**src/rtl/matmul_job_sequencer.sv**
```systemverilog
`timescale 1ns/1ps
`default_nettype none
// ============================================================================
// Module   : matmul_job_sequencer
// Purpose  : Walks a 64-bit descriptor program and issues jobs to the ternary
//            matmul engine. Define MATMUL_SEQ_PERF_EN to add perf counters.
// Revision : 1.0
// ============================================================================
module matmul_job_sequencer #(
    parameter int ACK_TIMEOUT = 1024,
    parameter int RST_CYCLES  = 8,
    parameter int PGM_AW      = 6
) (
    input  logic              clk_clk,
    input  logic              reset_reset,
    input  logic              ctrl_go,
    input  logic              ctrl_abort,
    input  logic [PGM_AW-1:0] ctrl_first_pc,
    output logic [PGM_AW-1:0] pgm_address,
    output logic              pgm_chipselect,
    output logic              pgm_clken,
    input  logic [63:0]       pgm_readdata,
    output logic [31:0]       matmul_start_export,
    input  logic [31:0]       matmul_ready_export,
    output logic              matmul_reset_reset,
    output logic              busy,
    output logic              done,
    output logic              error,
    output logic [1:0]        err_code,
    output logic [15:0]       jobs_done,
    output logic [PGM_AW-1:0] cur_pc
`ifdef MATMUL_SEQ_PERF_EN
    ,
    output logic [31:0]       perf_busy_cycles,
    output logic [31:0]       perf_wait_cycles
`endif
);

    localparam logic [1:0] C_OP_NOP   = 2'b00;
    localparam logic [1:0] C_OP_RUN   = 2'b01;
    localparam logic [1:0] C_OP_RESET = 2'b10;
    localparam logic [1:0] C_OP_END   = 2'b11;

    localparam logic [1:0] C_ERR_TIMEOUT = 2'b01;
    localparam logic [1:0] C_ERR_NOTIDLE = 2'b10;
    localparam logic [1:0] C_ERR_WRAP    = 2'b11;

    localparam int C_CNT_MAX = (ACK_TIMEOUT > RST_CYCLES) ? ACK_TIMEOUT : RST_CYCLES;
    localparam int C_CNT_W   = $clog2(C_CNT_MAX + 1);
    localparam logic [C_CNT_W-1:0] C_ACK_LAST = C_CNT_W'(ACK_TIMEOUT - 1);
    localparam logic [C_CNT_W-1:0] C_RST_LAST = C_CNT_W'(RST_CYCLES - 1);

    typedef enum logic [3:0] {
        S_IDLE      = 4'd0,
        S_FETCH     = 4'd1,
        S_DECODE    = 4'd2,
        S_ISSUE     = 4'd3,
        S_WAIT_ACK  = 4'd4,
        S_WAIT_DONE = 4'd5,
        S_RST_ENG   = 4'd6,
        S_HALT_OK   = 4'd7,
        S_HALT_ERR  = 4'd8
    } state_t;

    state_t              r_state, w_state_nxt;
    logic [PGM_AW-1:0]   r_pc, w_pc_nxt;
    logic [C_CNT_W-1:0]  r_cnt, w_cnt_nxt;
    logic [31:0]         r_job, w_job_nxt;
    logic                r_busy, w_busy_nxt;
    logic                r_done, w_done_nxt;
    logic                r_error, w_error_nxt;
    logic [1:0]          r_err_code, w_err_code_nxt;
    logic [15:0]         r_jobs_done, w_jobs_nxt;
    logic                r_eng_rst;
    logic                w_adv;
    logic                w_ready;
    logic                w_go_accept;
    logic                w_unused_bits;

    assign w_ready     = matmul_ready_export[0];
    assign w_go_accept = (r_state == S_IDLE) && ctrl_go && !ctrl_abort;
    assign w_unused_bits = &{1'b0, pgm_readdata[61:32], matmul_ready_export[31:1]};

    always_comb begin
        w_state_nxt    = r_state;
        w_pc_nxt       = r_pc;
        w_cnt_nxt      = r_cnt;
        w_job_nxt      = r_job;
        w_busy_nxt     = r_busy;
        w_done_nxt     = r_done;
        w_error_nxt    = r_error;
        w_err_code_nxt = r_err_code;
        w_jobs_nxt     = r_jobs_done;
        w_adv          = 1'b0;

        case (r_state)
            S_IDLE: begin
                if (w_go_accept) begin
                    w_pc_nxt       = ctrl_first_pc;
                    w_done_nxt     = 1'b0;
                    w_error_nxt    = 1'b0;
                    w_err_code_nxt = 2'b00;
                    w_jobs_nxt     = 16'd0;
                    w_busy_nxt     = 1'b1;
                    w_state_nxt    = S_FETCH;
                end
            end
            S_FETCH: w_state_nxt = S_DECODE;
            S_DECODE: begin
                w_cnt_nxt = '0;
                w_job_nxt = pgm_readdata[31:0];
                case (pgm_readdata[63:62])
                    C_OP_NOP:   w_adv = 1'b1;
                    C_OP_RUN: begin
                        // A zero job word would never be visible to the engine
                        if (pgm_readdata[31:0] == 32'd0) w_adv = 1'b1;
                        else                             w_state_nxt = S_ISSUE;
                    end
                    C_OP_RESET: w_state_nxt = S_RST_ENG;
                    C_OP_END:   w_state_nxt = S_HALT_OK;
                endcase
            end
            S_ISSUE: begin
                w_cnt_nxt = '0;
                if (!w_ready) begin
                    w_err_code_nxt = C_ERR_NOTIDLE;
                    w_state_nxt    = S_HALT_ERR;
                end else begin
                    w_state_nxt = S_WAIT_ACK;
                end
            end
            S_WAIT_ACK: begin
                if (!w_ready) begin
                    w_state_nxt = S_WAIT_DONE;
                end else if (r_cnt == C_ACK_LAST) begin
                    w_err_code_nxt = C_ERR_TIMEOUT;
                    w_state_nxt    = S_HALT_ERR;
                end else begin
                    w_cnt_nxt = r_cnt + C_CNT_W'(1);
                end
            end
            S_WAIT_DONE: begin
                if (w_ready) begin
                    if (r_jobs_done != 16'hFFFF) w_jobs_nxt = r_jobs_done + 16'd1;
                    w_adv = 1'b1;
                end
            end
            S_RST_ENG: begin
                if (r_cnt == C_RST_LAST) w_adv = 1'b1;
                else                     w_cnt_nxt = r_cnt + C_CNT_W'(1);
            end
            S_HALT_OK: begin
                w_done_nxt  = 1'b1;
                w_busy_nxt  = 1'b0;
                w_state_nxt = S_IDLE;
            end
            S_HALT_ERR: begin
                w_error_nxt = 1'b1;
                w_busy_nxt  = 1'b0;
                w_state_nxt = S_IDLE;
            end
            default: begin
                w_busy_nxt  = 1'b0;
                w_state_nxt = S_IDLE;
            end
        endcase

        // Falling off the end of program RAM is a fault, never a silent wrap
        if (w_adv) begin
            if (r_pc == {PGM_AW{1'b1}}) begin
                w_err_code_nxt = C_ERR_WRAP;
                w_state_nxt    = S_HALT_ERR;
            end else begin
                w_pc_nxt    = r_pc + PGM_AW'(1);
                w_state_nxt = S_FETCH;
            end
        end

        if (ctrl_abort && (r_state != S_IDLE) && (r_state != S_HALT_OK) &&
            (r_state != S_HALT_ERR)) begin
            w_state_nxt    = S_IDLE;
            w_busy_nxt     = 1'b0;
            w_pc_nxt       = r_pc;
            w_err_code_nxt = r_err_code;
            w_jobs_nxt     = r_jobs_done;
        end
    end

    always_ff @(posedge clk_clk or posedge reset_reset) begin
        if (reset_reset) begin
            r_state     <= S_IDLE;
            r_pc        <= '0;
            r_cnt       <= '0;
            r_job       <= '0;
            r_busy      <= 1'b0;
            r_done      <= 1'b0;
            r_error     <= 1'b0;
            r_err_code  <= 2'b00;
            r_jobs_done <= 16'd0;
            r_eng_rst   <= 1'b0;
        end else begin
            r_state     <= w_state_nxt;
            r_pc        <= w_pc_nxt;
            r_cnt       <= w_cnt_nxt;
            r_job       <= w_job_nxt;
            r_busy      <= w_busy_nxt;
            r_done      <= w_done_nxt;
            r_error     <= w_error_nxt;
            r_err_code  <= w_err_code_nxt;
            r_jobs_done <= w_jobs_nxt;
            // Registered so the engine reset is glitch-free and tracks RST_ENG exactly
            r_eng_rst   <= (w_state_nxt == S_RST_ENG);
        end
    end

    assign pgm_address         = r_pc;
    assign pgm_chipselect      = (r_state == S_FETCH);
    assign pgm_clken           = (r_state == S_FETCH);
    assign matmul_start_export = ((r_state == S_ISSUE) && w_ready) ? r_job : 32'd0;
    assign matmul_reset_reset  = r_eng_rst;
    assign busy                = r_busy;
    assign done                = r_done;
    assign error               = r_error;
    assign err_code            = r_err_code;
    assign jobs_done           = r_jobs_done;
    assign cur_pc              = r_pc;

`ifdef MATMUL_SEQ_PERF_EN
    logic [31:0] r_perf_busy;
    logic [31:0] r_perf_wait;

    always_ff @(posedge clk_clk or posedge reset_reset) begin
        if (reset_reset) begin
            r_perf_busy <= 32'd0;
            r_perf_wait <= 32'd0;
        end else if (w_go_accept) begin
            r_perf_busy <= 32'd0;
            r_perf_wait <= 32'd0;
        end else begin
            if (r_busy && (r_perf_busy != 32'hFFFF_FFFF))
                r_perf_busy <= r_perf_busy + 32'd1;
            if ((r_state == S_WAIT_DONE) && (r_perf_wait != 32'hFFFF_FFFF))
                r_perf_wait <= r_perf_wait + 32'd1;
        end
    end

    assign perf_busy_cycles = r_perf_busy;
    assign perf_wait_cycles = r_perf_wait;
`endif

endmodule
`default_nettype wire

```
**config.mk**
```make
export PLATFORM = sky130hd
export DESIGN_NAME = matmul_job_sequencer
export DESIGN_NICKNAME = d
export VERILOG_FILES = /design/src/rtl/matmul_job_sequencer.sv
export SDC_FILE = /design/constraint.sdc
export NUM_CORES = 1
export LEC_CHECK = 0
export ABC_AREA = 1
export CAP_MARGIN = 20
export CORE_ASPECT_RATIO = 1.75
export CORE_MARGIN = 4
export CORE_UTILIZATION = 45
export CTS_BUF_LIST = sky130_fd_sc_hd__clkbuf_8 sky130_fd_sc_hd__clkbuf_16
export CTS_CLUSTER_SIZE = 40
export DETAILED_ROUTE_END_ITERATION = 16
export GPL_TIMING_DRIVEN = 0
export PLACE_DENSITY = 0.83
export SLEW_MARGIN = 20
export SYNTH_ARGS = -nofsm -noshare
export SYNTH_HDL_FRONTEND = slang
export SYNTH_SLANG_ARGS = --single-unit
```
**constraint.sdc**
```tcl
create_clock -name clk_clk -period 7.5 [get_ports clk_clk]
set_clock_uncertainty 0.1 [all_clocks]
set_input_delay 1.125 -clock clk_clk [delete_from_list [all_inputs] [get_ports clk_clk]]
set_output_delay 1.125 -clock clk_clk [all_outputs]
set_load 0.005 [all_outputs]
```
# Word level (Yosys, flattened, before mapping)
# Index checks and enable logic that the tools add are counted.
dict set report op_classes {
  n_reduce_logical 23
  n_bitwise 1
  add_sub_neg 3
  muxes 41
  n_eq_ne 26
}
# operator n
set op_table {}
lappend op_table {{16-bit 2-to-1 mux} 3}
lappend op_table {{11-bit 2-to-1 mux} 3}
lappend op_table {{11-bit case mux with 3 select lines} 1}
lappend op_table {{32-bit zero test} 1}
lappend op_table {{32-bit 2-to-1 mux} 1}
lappend op_table {{4-bit 2-to-1 mux} 8}
lappend op_table {{16-bit case mux with 2 select lines} 1}
lappend op_table {{6-bit 2-to-1 mux} 4}
lappend op_table {{4-bit case mux with 6 select lines} 1}
lappend op_table {{4-bit by 3-bit equality test with 1-bit output, second input constant} 5}
lappend op_table {{16-bit by 1-bit adder with 16-bit output, second input constant} 1}
lappend op_table {{16-bit != test, second input constant} 1}
lappend op_table {{2-bit 2-to-1 mux} 6}
lappend op_table {{2-bit != test, second input constant} 6}
lappend op_table {{4-bit case mux with 3 select lines} 1}
lappend op_table {{11-bit by 1-bit adder with 11-bit output, second input constant} 1}
lappend op_table {{11-bit by 10-bit equality test with 1-bit output, second input constant} 1}
lappend op_table {{11-bit by 3-bit equality test with 1-bit output, second input constant} 1}
lappend op_table {{4-bit by 2-bit equality test with 1-bit output, second input constant} 2}
lappend op_table {{1-bit case mux with 2 select lines} 4}
lappend op_table {{6-bit by 1-bit adder with 6-bit output, second input constant} 1}
lappend op_table {{6-bit equality test, second input constant} 1}
lappend op_table {{1-bit logical AND} 6}
lappend op_table {{1-bit 2-to-1 mux} 6}
lappend op_table {{other kinds (22)} 28}
dict set report totals {
  inputBits 106
  elab_cells 104
  ff_bits 75
  out_inout_bits 68
}

# Depth between registers and ports, before layout
dict set report logic_depth {
  word_depth 8
  depth_mapped 14
  ltp_nobuf 14
}

# Worst setup path before layout
# Ideal clock, no wire load.
dict set report synth_timing {
  kind {input-to-output}
  start {input port matmul_ready_export[0]}
  end {output port matmul_start_export[10]}
  arrival_ns 1.621
  required_time_ns 6.275
  path_stages 3
  path_slack_ns 4.654
  n_path_buf 1
  cell_sequence {nand2_1 > clkbuf_1 > nor2_1}
}
dict set report synth_via {
  elab_chain_len 2
}
# element line_no
set synth_lines {}
lappend synth_lines {{from (decl)} 24} ;# input logic [31:0] matmul_ready_export,
lappend synth_lines {{1-bit logical AND} 219} ;# assign matmul_start_export = ((r_state == S_ISSUE) && w_ready) ? r_job : 32'd0;
lappend synth_lines {{32-bit 2-to-1 mux} 219}
lappend synth_lines {{to (decl)} 23} ;# output logic [31:0] matmul_start_export,
# No other way between the ends.

# Worst setup path after layout
dict set report layout_timing {
  start {input port matmul_ready_export[0]}
  end {output port matmul_start_export[26]}
}
# The elaborated chain is that of the path after synthesis.

==> results.md <==
- The root cell of the clock tree is sky130_fd_sc_hd__clkbuf_16.
- The post-detailed-route DRC marker count is 0.
- The post-synthesis cell area is 4380 um^2.
- The die is around 140 um tall.
- The total power divided by cell area is 289 nW/um^2.
- In this run the static leakage power is approximately 2.7 nW.
- STA classifies the critical path startpoint as an input port.
- Synthesis produced a netlist whose cell count is between 500 and 600.
- The number of max-slew violations in the final report came to 0.
- For this configuration, the core starts out at a cell density of 0.463.
- The clock tree buffer depth is 2.
- Leaving out filler cells and counting taps, the final layout contains 848.
- The number of synthesized register bits is 75.
- The via count of the first global-routing pass was 4611.
- Of all flip-flops after synthesis, the portion carrying an async set or reset was 1.00.
- The remaining antenna violation count after routing is 0.
- The wire-length estimate of the detail-placed layout is 9.17 mm.
- The placement-stage cell area is approximately 5700 um^2.
- The total routed wire length on the met1 layer is 4.31 mm.
- Across the run, the number of max-cap violations was 0.
- The die outline width is 82.6 um.
- Each instance of the synthesized netlist takes up on average 7.34 um^2.
- Of the cells placed in the final design, the portion with a size suffix greater than 1 is 0.106.
- The wire length of the first global-routing pass is around 20 mm.
- Buffers added to address setup during post-CTS repair amount to 0.
- Wire segments on met2 add up to 6.20 mm in the final route.
- The clock drives 75 sinks.
- The largest driver fanout on the critical path is 10.
- The predominant post-synthesis flop cell is sky130_fd_sc_hd__dfrtp_1.
- The worst path arrival time is 2.94 ns.
- TritonCTS built the clock tree.
- In this run the register-to-register setup slack is 5.37 ns.
- The area enclosed by the die boundary is 11400 um^2.
- After clock tree synthesis, the clock-pin slew on the worst setup and hold paths is 0.06 ns.
- The netlist uses 37 different library cells.
- The number of failing hold endpoints at the final stage came to 0.
- Routability-driven placement finished with a final weighted congestion of between 0.8 and 0.9.
- The cell with the most instances on the worst path is sky130_fd_sc_hd__clkdlybuf4s50_1.
- Entering global routing, the biggest net connects 46 pins.
- After detailed routing, the met3 layer carries 840 um of wire.
- The relative slew slack is 0.666.
- The global route total overflow is 0.
- At the later pin of the worst-skew pair, clock insertion delay measures ~0.34 ns.
- Setup repair after global routing left no endpoint under its margin.
- The worst setup path is captured at an output pin.
- The worst min-delay path category is flip-flop to flip-flop.
- The post-cts repair resize count is 0.
- CTS built an H-tree with a depth of 3.
- The initial DRC count is 238.
- For the finished layout, the period the worst path requires is 4.16 ns.
- Walking the worst path, the cells encountered are clkdlybuf4s50_1 -> nand2_1 -> clkbuf_1 -> nor2_1 -> clkdlybuf4s50_1.
- Dividing the final minimum period by the clock period gives 0.555.
- The fraction of synthesized cell area taken by the top area cell type is 0.428.
- The worst-case IR drop observed on VDD is 0.144 mV.
- The area added between synthesis and finish is 36.6%.
- The sequential share of the synthesized area is 0.428.
- The final layout contains routed wiring with a total length of around 12 mm.
- Yosys attributes the largest share of cell area to sky130_fd_sc_hd__dfrtp_1, sky130_fd_sc_hd__nand2_1, sky130_fd_sc_hd__nor2_1.
- The number of antenna violations at the first check in global routing came to 0.
- Using the TritonRoute via totals, the vias-per-cell ratio works out to 5.20.
- The core area is between 9000 and 10000 um^2.
- The detail-routed net length per standard cell is 14.0 um.
- The cell row count is 47.
- The total of hold buffers inserted after clock tree synthesis is 0.
- Once layout is done, the placed cells without fillers occupy 5990 um^2.
- The number of failing setup endpoints in the final timing report is 0.
- The critical path is of the input port to output pin type.
- 0 antenna diodes ended up in the layout.
- The transition at the pin with the smallest max-transition slack is ~0.50 ns.
- Timing would allow up to between 200 and 250 MHz.
- The detailed router used layers up to and including met4.
- 174 I/O pins were placed.
- The number of enable-type register cells in the synthesized netlist is 0.
- The flow ran to the end, and the final reports show no timing, DRC or antenna violations.
- For this run, the slowest stage of the critical path takes between 0.5 and 0.6 ns.
- Counting every net in the synthesized netlist gives roughly 710.
- The number of input and output port buffers inserted is 112.
- The number of nets in the layout is between 800 and 900.
- STA puts the critical path data required time at 6.27 ns.
- The number of clock buffers added by TritonCTS is 9.
- The total number of vias is 4409.
- The yosys synthesis warning count is 0.
- The slowest stage of the critical path is the sky130_fd_sc_hd__clkdlybuf4s50_1 cell.
- The post-synthesis cell type with the largest combined area is sky130_fd_sc_hd__dfrtp_1.
- For the final routed database, the setup TNS stands at 0 ns.
- Once placement completed, the tool counted placed cells totaling 832.
- The global-route total usage across every layer is 0.226.
- The first TritonRoute pass finished after 5 iterations.
area by class of cell:
type	instances	area, um^2
fill	785	3480
multi-input combinational	418	2040
sequential	75	1880
timing repair buffer	113	1140
inverter	79	302
clock buffer	11	253
buffer	25	164
tap	122	153
clock inverter	5	53.8
registers in the layout, summed over array words and instances (netlist names):
name and cells:
done 1, jobs_done 16, r_job 32, error 1, busy 1, matmul_reset_reset 1, r_cnt 11, err_code 2
cur_pc 6, r_state 4
cell usage in the layout (no fill, tap or decap), types with 5 or more instances in the layout:
cell and instances:
sky130_fd_sc_hd__a21oi_1 14, sky130_fd_sc_hd__buf_2 5, sky130_fd_sc_hd__clkbuf_16 9, sky130_fd_sc_hd__inv_2 11, sky130_fd_sc_hd__inv_1 67, sky130_fd_sc_hd__buf_4 9
sky130_fd_sc_hd__nor2_2 6, sky130_fd_sc_hd__o21ai_0 45, sky130_fd_sc_hd__nor3_2 5, sky130_fd_sc_hd__dfrtp_1 75, sky130_fd_sc_hd__nand3_1 30, sky130_fd_sc_hd__xor2_1 13
sky130_fd_sc_hd__o21ai_1 19, sky130_fd_sc_hd__clkbuf_1 7, sky130_fd_sc_hd__clkdlybuf4s50_1 112, sky130_fd_sc_hd__nand4_1 7, sky130_fd_sc_hd__nand2_1 152, sky130_fd_sc_hd__nor3_1 13
sky130_fd_sc_hd__nor2_1 81
critical path, delay by kind of cell:
kind          cells  cell delay (ns)
buf+inv           3             1.40
simple gates      2             0.41
worst paths after layout:
kind                                              from                      end  depth (start not counted)
worst max-delay path            matmul_ready_export[0]  matmul_start_export[26]                          5
worst min-delay path                       err_code[1]              err_code[1]                          2
worst max register to register                r_cnt[0]                r_cnt[10]                         11
worst min register to register             err_code[1]              err_code[1]                          2
max in group asynchronous                  reset_reset                cur_pc[4]                          3
min in group asynchronous                  reset_reset                 r_cnt[4]                          2
per-layer routing:
| metal | track usage | vias up |
|---|---|---|
| met3 | 0.0657 | 43 |
| met1 | 0.238 | 2050 |
| li1 | - | 2138 |
| met5 | 0 | - |
| met4 | 0.121 | 0 |
| met2 | 0.390 | 178 |
cell families after synthesis:
logic type               after synthesis  share of synthesized area
buffers and inverters                104                      0.106
flip-flops                            75                      0.428
XOR/XNOR                              15                     0.0300
AO/OA/AOI/OAI                         88                      0.111
AND/OR/NAND/NOR                      312                      0.316
adder cells (fa/ha/maj)                3                    0.00857
report_power, final:
part           leakage (nW)  total (W)  internal (W)  switching (W)
clock                 0.154   0.000439      0.000274       0.000166
sequential            0.978   0.000599      0.000526      0.0000732
combinational          1.54   0.000689      0.000293       0.000396
total                  2.67    0.00173       0.00109       0.000635
synth_stat cells, types with 3 or more instances:
library cell               number
sky130_fd_sc_hd__nand2_1      152
sky130_fd_sc_hd__nor2_1        81
sky130_fd_sc_hd__dfrtp_1       75
sky130_fd_sc_hd__inv_1         66
sky130_fd_sc_hd__o21ai_0       45
sky130_fd_sc_hd__nand3_1       30
sky130_fd_sc_hd__o21ai_1       19
sky130_fd_sc_hd__a21oi_1       14
sky130_fd_sc_hd__nor3_1        13
sky130_fd_sc_hd__xor2_1        13
sky130_fd_sc_hd__inv_2         11
sky130_fd_sc_hd__buf_4          9
sky130_fd_sc_hd__clkbuf_1       7
sky130_fd_sc_hd__nand4_1        7
sky130_fd_sc_hd__nor2_2         6
sky130_fd_sc_hd__buf_2          5
sky130_fd_sc_hd__nor3_2         5
sky130_fd_sc_hd__buf_6          4
sky130_fd_sc_hd__o31ai_2        4
sky130_fd_sc_hd__ha_1           3
sky130_fd_sc_hd__nand2_2        3
sky130_fd_sc_hd__nor4_1         3
through the flow:
stage	hold WS (ns)	utilization	power, W	setup WS (ns)
after floorplan	0.376	-	0.00104	4.37
after global placement	0.383	0.597	0.00126	3.18
after detailed placement	0.398	0.600	0.00129	3.35
after CTS	0.415	0.632	0.00174	3.33
after global routing	0.452	0.632	0.00185	3.23
final	0.414	0.632	0.00173	3.34
Power figures use the tool's default switching activity.
